[src/rtl/uart_rx_param.sv]
// Parametrised UART receiver: two-flop synchroniser, half-bit start qualify, mid-bit sampling.
// Optional macro UART_RX_MAJORITY_EN: 2-of-3 majority vote around every sample point.
module uart_rx_param #(
    parameter int CLKS_PER_BIT = 434,
    parameter int DATA_BITS    = 8,
    parameter int PARITY_MODE  = 0,
    parameter int STOP_BITS    = 1
) (
    input  logic                 clock_50M,
    input  logic                 n_rst,
    input  logic                 rx,
    output logic                 ready,
    output logic [DATA_BITS-1:0] rx_data,
    output logic                 rx_valid,
    output logic                 parity_err,
    output logic                 frame_err
);

    localparam int HALF = CLKS_PER_BIT / 2;
    localparam int CW   = $clog2(CLKS_PER_BIT);

    localparam logic [CW-1:0] CNT_LAST = CW'(CLKS_PER_BIT - 1);
    localparam logic [CW-1:0] CNT_HALF = CW'(HALF - 1);
    localparam logic [CW-1:0] CNT_ONE  = CW'(1);
    localparam logic [3:0]    DATA_LAST = 4'(DATA_BITS - 1);
    localparam logic [3:0]    STOP_LAST = 4'(STOP_BITS - 1);

    typedef enum logic [2:0] {
        S_IDLE,
        S_START,
        S_DATA,
        S_PARITY,
        S_STOP
    } state_e;

    state_e               state_q;
    logic [CW-1:0]        cnt_q;
    logic [3:0]           bit_cnt_q;
    logic [DATA_BITS-1:0] shift_q;
    logic                 par_err_q;
    logic                 frm_err_q;
    logic [DATA_BITS-1:0] rx_data_q;
    logic                 rx_valid_q;
    logic                 parity_err_q;
    logic                 frame_err_q;
    logic                 rx_meta_q;
    logic                 rxs_q;
    logic                 line;
    logic                 sample_bit;
    logic                 sample_evt;
    logic                 par_exp;

    always_ff @(posedge clock_50M or negedge n_rst) begin
        if (!n_rst) begin
            rx_meta_q <= 1'b1;
            rxs_q     <= 1'b1;
        end else begin
            rx_meta_q <= rx;
            rxs_q     <= rx_meta_q;
        end
    end

`ifdef UART_RX_MAJORITY_EN
    // FSM runs one cycle behind rxs so the vote window target-1..target+1 is complete at target.
    logic rx_h1_q;
    logic rx_h2_q;

    always_ff @(posedge clock_50M or negedge n_rst) begin
        if (!n_rst) begin
            rx_h1_q <= 1'b1;
            rx_h2_q <= 1'b1;
        end else begin
            rx_h1_q <= rxs_q;
            rx_h2_q <= rx_h1_q;
        end
    end

    assign line       = rx_h1_q;
    assign sample_bit = (rx_h2_q & rx_h1_q) | (rx_h2_q & rxs_q) | (rx_h1_q & rxs_q);
`else
    assign line       = rxs_q;
    assign sample_bit = rxs_q;
`endif

    assign sample_evt = (cnt_q == CNT_LAST);
    assign par_exp    = (PARITY_MODE == 2) ? ~(^shift_q) : ^shift_q;

    always_ff @(posedge clock_50M or negedge n_rst) begin
        if (!n_rst) begin
            state_q      <= S_IDLE;
            cnt_q        <= '0;
            bit_cnt_q    <= '0;
            shift_q      <= '0;
            par_err_q    <= 1'b0;
            frm_err_q    <= 1'b0;
            rx_data_q    <= '0;
            rx_valid_q   <= 1'b0;
            parity_err_q <= 1'b0;
            frame_err_q  <= 1'b0;
        end else begin
            rx_valid_q <= 1'b0;
            case (state_q)
                S_IDLE: begin
                    if (!line) begin
                        state_q <= S_START;
                        cnt_q   <= '0;
                    end
                end
                S_START: begin
                    if (cnt_q == CNT_HALF) begin
                        if (sample_bit) begin
                            state_q <= S_IDLE;
                        end else begin
                            state_q   <= S_DATA;
                            cnt_q     <= '0;
                            bit_cnt_q <= '0;
                            par_err_q <= 1'b0;
                            frm_err_q <= 1'b0;
                        end
                    end else begin
                        cnt_q <= cnt_q + CNT_ONE;
                    end
                end
                S_DATA: begin
                    if (sample_evt) begin
                        cnt_q   <= '0;
                        shift_q <= {sample_bit, shift_q[DATA_BITS-1:1]};
                        if (bit_cnt_q == DATA_LAST) begin
                            bit_cnt_q <= '0;
                            state_q   <= (PARITY_MODE != 0) ? S_PARITY : S_STOP;
                        end else begin
                            bit_cnt_q <= bit_cnt_q + 4'd1;
                        end
                    end else begin
                        cnt_q <= cnt_q + CNT_ONE;
                    end
                end
                S_PARITY: begin
                    if (sample_evt) begin
                        cnt_q     <= '0;
                        par_err_q <= (sample_bit != par_exp);
                        state_q   <= S_STOP;
                    end else begin
                        cnt_q <= cnt_q + CNT_ONE;
                    end
                end
                S_STOP: begin
                    if (sample_evt) begin
                        cnt_q <= '0;
                        if (bit_cnt_q == STOP_LAST) begin
                            // Leave at mid-stop-bit so an immediately following start edge is seen.
                            state_q      <= S_IDLE;
                            bit_cnt_q    <= '0;
                            rx_valid_q   <= 1'b1;
                            rx_data_q    <= shift_q;
                            parity_err_q <= (PARITY_MODE != 0) ? par_err_q : 1'b0;
                            frame_err_q  <= frm_err_q | ~sample_bit;
                        end else begin
                            bit_cnt_q <= bit_cnt_q + 4'd1;
                            frm_err_q <= frm_err_q | ~sample_bit;
                        end
                    end else begin
                        cnt_q <= cnt_q + CNT_ONE;
                    end
                end
                default: state_q <= S_IDLE;
            endcase
        end
    end

    assign ready      = (state_q == S_IDLE);
    assign rx_data    = rx_data_q;
    assign rx_valid   = rx_valid_q;
    assign parity_err = parity_err_q;
    assign frame_err  = frame_err_q;

endmodule
[config.mk]
export PLATFORM = sky130hd
export DESIGN_NAME = uart_rx_param
export DESIGN_NICKNAME = d
export VERILOG_FILES = /design/src/rtl/uart_rx_param.sv
export SDC_FILE = /design/constraint.sdc
export NUM_CORES = 1
export LEC_CHECK = 0
export ABC_AREA = 1
export BUFFER_PORTS_ARGS = -buffer_cell sky130_fd_sc_hd__buf_2
export CAP_MARGIN = 20
export CORE_MARGIN = 2
export CORE_UTILIZATION = 54
export CTS_CLUSTER_DIAMETER = 60
export DETAILED_ROUTE_END_ITERATION = 8
export HOLD_SLACK_MARGIN = 0.1
export PLACE_DENSITY_LB_ADDON = 0.25
export SYNTH_ARGS = -nofsm -noshare
export SYNTH_HDL_FRONTEND = slang
export SYNTH_SLANG_ARGS = --single-unit
[constraint.sdc]
create_clock -name clock_50M -period 1.3 [get_ports clock_50M]
set_input_delay 0 -clock clock_50M [delete_from_list [all_inputs] [get_ports clock_50M]]
set_output_delay 0 -clock clock_50M [all_outputs]
set_load 0.01 [all_outputs]
==> out/qor.yml, run 1 <==
outcome: "complete, but fails checks"
violations: "negative setup slack"
port_buffers: 13
synthCells: 256
syn_area_per_cell_um2: 8.250
power.total_w: 0.002102
ys_top_cells_by_area: "dfrtp_1 (41%), nand2_1 (13%), o21ai_2 (7.0%)"
postRouteAntennaNets: 0
core_region_area_um2: 3716
hold_viol: 0
cp_slowest_stage_delay_ps: 430
drc_errors: 0
fin_nets: 322
rsz0062_at_grt: "true"
viasPerCell: 4.923
drive_above_1_share_pct: 41.27
clk_latency_ps: 290
yosys_warnings: 0
path_class: "reg2reg"
synth_top_area_share_pct: 41.47
cts_sinks: 37
grt_pass1_wl_um: 7279
place_congestion: 0.8795
power.density_nw_per_um2: 754.5
path_depth: 11
ys_ff_latch: 37
finalWorstSetupSlack_ps: -309.6
cp_num_buf_inv: 1
vias: 1787
die-area_um2: 4428
grt_max_degree: 38
die_w_um: 66.54
ctsLongestPathBuffers: 2
die_h_um: 66.54
cts_inserted_buffers: 5
ff2ff_path_depth: 11
grt_pass1_vias: 1652
critPathSlowestCell: "dfrtp_1"
setup_viol: 35
overflow: 0
syn-cell-area_um2: 2112
cts-root-buf: "clkbuf_8"
crit_arrival_ps: 1800
drtPass1Iterations: 4
ys_seq_area_share_pct: 43.96
cap_viol_max_count: 0
critPathLaunchType: "register"
period_share_pct: 123.8
wl_per_cell_um: 12.56
clk_pin_slew_ps: 70
area_growth_pct: 31.93
crit_path_max_fanout: 5
io_pins: 15
worstSetupStartpoint: "cnt_q[0]"
worstHoldPathType: "in2async"
placementRows: 22
cp_top_family: "simple AND/OR/NAND/NOR gates"
crit-reg2reg-launch: "cnt_q[0]"
cts_tree: "yes"
grt.total_usage_pct: 22.25
syn_nets: 264
slew_viol_final: 0
drt_first_iter_violations: 172
worstPathRequired_ps: 1490
fmax_mhz: 621.3
hpwlAfterDp_um: 2968
fill_cells: 267
wirelength_um: 4561
start_util_pct: 56.84
dp_slack_ps: -264.2
leakagePower_nw: 1.513
htree_levels: 2
ir_worst_vdd_uv: 629.4
crit_chain: "inv_1 -> ha_1 -> nand2_1 -> nor2_1 -> nand2_2 -> nand2_4 -> nand2_4 -> nor2_4 -> nand2_4 -> nand2_1 -> nand2_1"
antenna_cells: 0
antenna_found_initial: 0
yosysTopAreaCell: "dfrtp_1"
ys_types: 29
critPathCaptureType: "register"
clock_skew_ps: 6.445
min_period_ps: 1610
-- flip-flops by register name, summed over array words and instances (netlist names) --
name       flops
bit_cnt_q      4
cnt_q          9
frame_err      1
frm_err_q      1
line           1
rx_data        8
rx_meta_q      1
rx_valid       1
shift_q        8
state_q        3
-- cell type report --
| type | count | area, um2 | share of cell area, % |
|---|---|---|---|
| multi-input combinational | 180 | 1159 | 41.58 |
| sequential | 37 | 930.9 | 33.41 |
| timing repair buffer | 54 | 395.4 | 14.19 |
| inverter | 36 | 140.1 | 5.029 |
| clock buffer | 7 | 96.34 | 3.458 |
| tap | 48 | 60.06 | 2.155 |
| clock inverter | 1 | 5.005 | 0.1796 |
-- kinds of logic (layout without fill, tap and decap cells) --
group           count (synthesis)  in the layout  synth area share, %
other cells                     1              1               0.1776
simple gates                  136            137                30.75
xor+xnor                        3              3                1.244
flops                          37             37                43.96
buf+inv                        40             98                8.353
fa+ha+maj                       5              5                2.962
compound gates                 34             34                12.56
-- worst register-to-register path: cells and delay by family, from the launching register on --
kind / cells / cell delay (ps)
AND/OR/NAND/NOR: 9 / 840
buffers and inverters: 1 / 80
flip-flops: 1 / 430
adder cells (fa/ha/maj): 1 / 140
-- synthesized netlist by cell type, drive strengths merged --
master and count:
a21oi 6, dfstp 2, a21boi 1, xor2 3
a41oi 1, dfrtp 35, o2bb2ai 1, o21ai 23
a21o 1, nand3b 1, buf 4, nor2 29
inv 36, ha 5, nand4 1, nand3 22
conb 1, nand2 83, a22oi 1
-- cells in the final DEF, fill, tap and decap left out, types with 2 or more instances in the layout --
| cell type | count |
|---|---|
| inv_2 | 5 |
| dfrtp_1 | 33 |
| o21ai_2 | 18 |
| nor2_2 | 5 |
| o21ai_0 | 3 |
| clkbuf_8 | 7 |
| dfrtp_2 | 2 |
| nand3_1 | 18 |
| nor2_1 | 17 |
| inv_1 | 29 |
| o21ai_1 | 2 |
| buf_2 | 12 |
| xor2_1 | 3 |
| inv_4 | 2 |
| dlygate4sd3_1 | 2 |
| buf_4 | 36 |
| dfstp_2 | 2 |
| nand2_1 | 66 |
| ha_4 | 2 |
| nand2_4 | 9 |
| nand2_2 | 8 |
| nor2_4 | 7 |
| buf_6 | 4 |
| nand3_2 | 2 |
| ha_1 | 3 |
| a21oi_1 | 4 |
| nand3_4 | 3 |
-- metal layers --
metal / global-route usage, % / vias up / part of all wire [%]
li1: - / 926 / -
met3: 5.743 / 6 / 2.8
met2: 37.88 / 22 / 52
met4: 7.908 / 0 / 1.7
met5: 0 / - / 0
met1: 27.11 / 833 / 44
-- worst paths after layout --
check                           slack (ps)            to
worst min-delay path                   270      cnt_q[2]
worst max register to register        -310  bit_cnt_q[1]
max in group asynchronous              680          line
min in group clock_50M                 340     rx_meta_q
worst max-delay path                  -310  bit_cnt_q[1]
worst min register to register         360          line
-- repair_timing --
item	in CTS	in global routing
endpoints found under the hold margin	38	0
gates cloned	1	0
setup buffers	4	5
gates resized for setup	10	33
hold buffers	2	0
endpoints found under the setup margin	36	36
pin swaps	3	7
-- stage by stage --
stage	setup TNS (ps)	hold slack, ps	area [um2]	utilization, %	cells
floorplan	-4157	-295.6	2112	-	256
global placement	-6733	67.48	2421	65.15	343
detailed placement	-7116	71.90	2421	65.15	343
CTS	-6348	294.7	2610	70.24	358
global route	-11680	346.4	2786	74.98	363
finish	-8076	268.4	2786	74.98	363
-- power by group --
part	leakage, nW	internal (W)	switching, W	total, W
combinational	0.967	0.0000139	0.0000378	0.0000517
sequential	0.492	0.00116	0.00000125	0.00116
clock	0.0542	0.000479	0.000414	0.000894
(Power assumes the default switching activity.)
==> run 2, diff against run 1 <==
ABC_AREA = unset   (was 1)
CORE_UTILIZATION = 53   (was 54)
==> out/qor.yml, run 2 <==
crit_arrival_ps: 2320  # was 1800 ps
io_pins: 15  # unchanged
use_met1_pct: 33.84  # was 27.11%
synthCells: 181  # was 256
ys_seq_area_share_pct: 48.78  # was 43.96%
syn-cell-area_um2: 1903  # was 2112 um2
setup_tns_ps: -20440  # was -8076 ps
ys.flop_type: "dfrtp_1"  # unchanged
crit_path_max_fanout: 2  # was 5
async_reset_ff_share_pct: 100.0  # unchanged
area_growth_pct: 54.17  # was 31.93%
ys_types: 44  # was 29
p_sw_share_pct: 22.41  # was 21.56%
antenna_found_initial: 0  # unchanged
cp_slowest_stage_delay_ps: 470  # was 430 ps
layout_commonest_cell: "buf_4"  # was nand2_1
clock_skew_ps: 23.47  # was 6.445 ps
cts_tree: "yes"  # unchanged
syn_nets: 189  # was 264
grt.total_usage_pct: 28.82  # was 22.25%
cap_viol_max_count: 0  # unchanged
top_usage_layer: "met2"  # unchanged
met3_usage_pct: 7.746  # was 5.743%
ys_ff_latch: 37  # unchanged
clk_pin_slew_ps: 140  # was 70 ps
fin_nets: 267  # was 322
largest_reg_flops: 9  # unchanged
hpwlAfterDp_um: 3224  # was 2968 um
drt_first_iter_violations: 159  # was 172
wirelength_um: 6668  # was 4561 um
synth_top_area_share_pct: 46.02  # was 41.47%
min_period_ps: 2068  # was 1610 ps
path_class: "reg2reg"  # unchanged
yosysTopAreaCell: "dfrtp_1"  # unchanged
fin_area_um2: 2934  # was 2786 um2
relSlewSlack_pct: 60.43
fmax_mhz: 483.5  # was 621.3 MHz
grt_pass1_vias: 1853  # was 1652
pwr-share-seq_pct: 55.0  # about the same
ir_worst_vdd_uv: 782.9  # was 629.4 uV
die_w_um: 63.92  # was 66.54 um
wl_per_cell_um: 21.79  # was 12.56 um
p_int_w: 0.001635  # was 0.001649 W
synth-edff-count: 0  # unchanged
core_region_area_um2: 3390  # was 3716 um2
final_cell_mix: "buf_4 (44), dfrtp_1 (34), nand2_1 (14), mux2_2 (14)"  # was nand2_1 (66), buf_4 (36), dfrtp_1 (33), inv_1 (29)
place_congestion: 0.8801  # was 0.8795
grt_max_degree: 22  # was 38
antenna_cells: 0  # unchanged
regMostFlops: "cnt_q"  # unchanged
rsz0062_at_grt: "true"  # unchanged
cts-root-buf: "clkbuf_4"  # was clkbuf_8
power.total_w: 0.002107  # was 0.002102 W
yosys_warnings: 0  # unchanged
port_buffers: 13  # unchanged
syn_area_per_cell_um2: 10.51  # was 8.250 um2
critPathLaunchType: "register"  # unchanged
slew_viol_final: 0  # unchanged
drtPass1Iterations: 4  # unchanged
synth.most_common_cell: "dfrtp_1"  # was nand2_1
htree_levels: 2  # unchanged
die-area_um2: 4086  # was 4428 um2
tightest_slew_ps: 591.5
ys_top_cells_by_area: "dfrtp_1 (46%), mux2_2 (11%), ha_1 (3.3%)"  # was dfrtp_1 (41%), nand2_1 (13%), o21ai_2 (7.0%)
worstHoldPathType: "in2async"  # unchanged
start_util_pct: 56.15  # was 56.84%
postRouteAntennaNets: 0  # unchanged
outcome: "complete, but fails checks"  # unchanged
viasPerCell: 6.212  # was 4.923
hold_viol: 0  # unchanged
cts_inserted_buffers: 5  # unchanged
period_share_pct: 159.1  # was 123.8%
clk_latency_ps: 380  # was 290 ps
crit_chain: "inv_2 -> ha_4 -> or4b_4 -> or2_1 -> buf_4 -> o41ai_4 -> o21ai_1"  # was inv_1 -> ha_1 -> nand2_1 -> nor2_1 -> nand2_2 -> nand2_4 -> nand2_4 -> nor2_4 -> nand2_4 -> nand2_1 -> nand2_1
netSwitchingPower_w: 0.0004720  # was 0.0004533 W
worstPathRequired_ps: 1560  # was 1490 ps
cts_sinks: 37  # unchanged
finalWorstSetupSlack_ps: -768.4  # was -309.6 ps
leakagePower_nw: 1.412  # was 1.513 nW
setup_viol: 36  # was 35
critPathCaptureType: "register"  # unchanged
die_h_um: 63.92  # was 66.54 um
critPathSlowestCell: "or4b_4"  # was dfrtp_1
drive_above_1_share_pct: 55.77  # was 41.27%
grt_pass1_wl_um: 8838  # was 7279 um
overflow: 0  # unchanged
power.density_nw_per_um2: 718.0  # was 754.5 nW/um2
placed_area_um2: 2397  # was 2421 um2
grtUsageMet2_pct: 49.35  # was 37.88%
drc_errors: 0  # unchanged
vias: 1901  # was 1787
placementRows: 21  # was 22
violations: "negative setup slack"  # unchanged
yosys-top-cells-count: "dfrtp_1 (35), mux2_2 (18), nand2_1 (16)"  # was nand2_1 (74), dfrtp_1 (35), inv_1 (31)
combPwrFrac_pct: 2.9  # was 2.5%
clkPwrFrac_pct: 42.1  # was 42.5%
ctsLongestPathBuffers: 2  # unchanged
run 2: cell count changes after synthesis, moves of 6 or more:
cell,delta
o21ai_2,-17
o22ai_1,+6
nand2_1,-58
nand3_1,-12
mux2_2,+18
nand2_2,-7
o21ai_0,+7
nor2_1,-12
nor3_1,+7
inv_1,-22
run 2: cells by family after synthesis:
| group | synth area share (%) |
|---|---|
| compound gates | 12.03 |
| xor+xnor | 0.9206 |
| fa+ha+maj | 3.287 |
| buf+inv | 2.958 |
| flops | 48.78 |
| mux | 12.23 |
| other cells | 0.1970 |
| simple gates | 19.59 |
run 2: path summary, 6_finish.rpt:
check / start / end / slack, ps / cells past startpoint
worst max-delay path: cnt_q[1] / frm_err_q / -770 / 7
worst min-delay path: n_rst / shift_q[7] / 100 / 3
worst max register to register: cnt_q[1] / frm_err_q / -770 / 7
worst min register to register: rx_meta_q / line / 370 / 0
max in group asynchronous: n_rst / frame_err / 160 / 3
min in group clock_50M: rx / rx_meta_q / 280 / 2
run 2: per-stage QoR:
stage | std cells | utilization, % | setup slack [ps] | hold slack [ps]
final | 306 | 86.56 | -768.4 | 96.80
after global routing | 306 | 86.56 | -824.3 | 111.5
after CTS | 300 | 80.29 | -678.8 | 114.8
after detailed placement | 281 | 70.73 | -672.1 | -43.83
after global placement | 281 | 70.73 | -597.1 | -50.60
after floorplan | 181 | - | -647.6 | -295.6
run 2: area by class of cell:
cell class | instances | area [um2]
inverters | 9 | 33.78
well taps | 46 | 57.56
repair buffers | 75 | 620.6
flip-flops and latches | 37 | 929.6
clock inverters | 2 | 37.54
clock buffers | 6 | 51.30
multi-input cells | 131 | 1204
fillers | 147 | 455.4
run 2: repair_timing:
action / CTS / global route
hold endpoints to repair: 38 / 0
pin swaps: 9 / 18
buffers inserted: 7 / 7
cloned: 0 / 1
resized for setup: 35 / 36
hold buffers: 4 / 0
setup endpoints to repair: 36 / 36
run 2: worst max-delay path, delay by kind of cell (launching register included):
family / cells / cell delay (ps)
AND/OR/NAND/NOR: 2 / 740
AO/OA/AOI/OAI: 2 / 430
flip-flops: 1 / 420
buffers and inverters: 2 / 270
adder cells (fa/ha/maj): 1 / 110
run 2: power groups by stage:
| stage | combinational (W) | clock, W | sequential, W |
|---|---|---|---|
| 2_1_floorplan | 0.0000133 | 0 | 0.00118 |
| 3_3_place_gp | 0.0000473 | 0 | 0.00118 |
| 3_5_place_dp | 0.0000489 | 0 | 0.00118 |
| 4_1_cts | 0.0000598 | 0.000886 | 0.00116 |
| 5_1_grt | 0.0000695 | 0.000945 | 0.00116 |
| 6_report | 0.0000617 | 0.000886 | 0.00116 |
run 2: routing by layer:
metal,share of wire (%),vias to the layer above
met5,0,-
met3,7.3,40
met4,6.1,0
li1,-,812
met2,50,123
met1,37,926
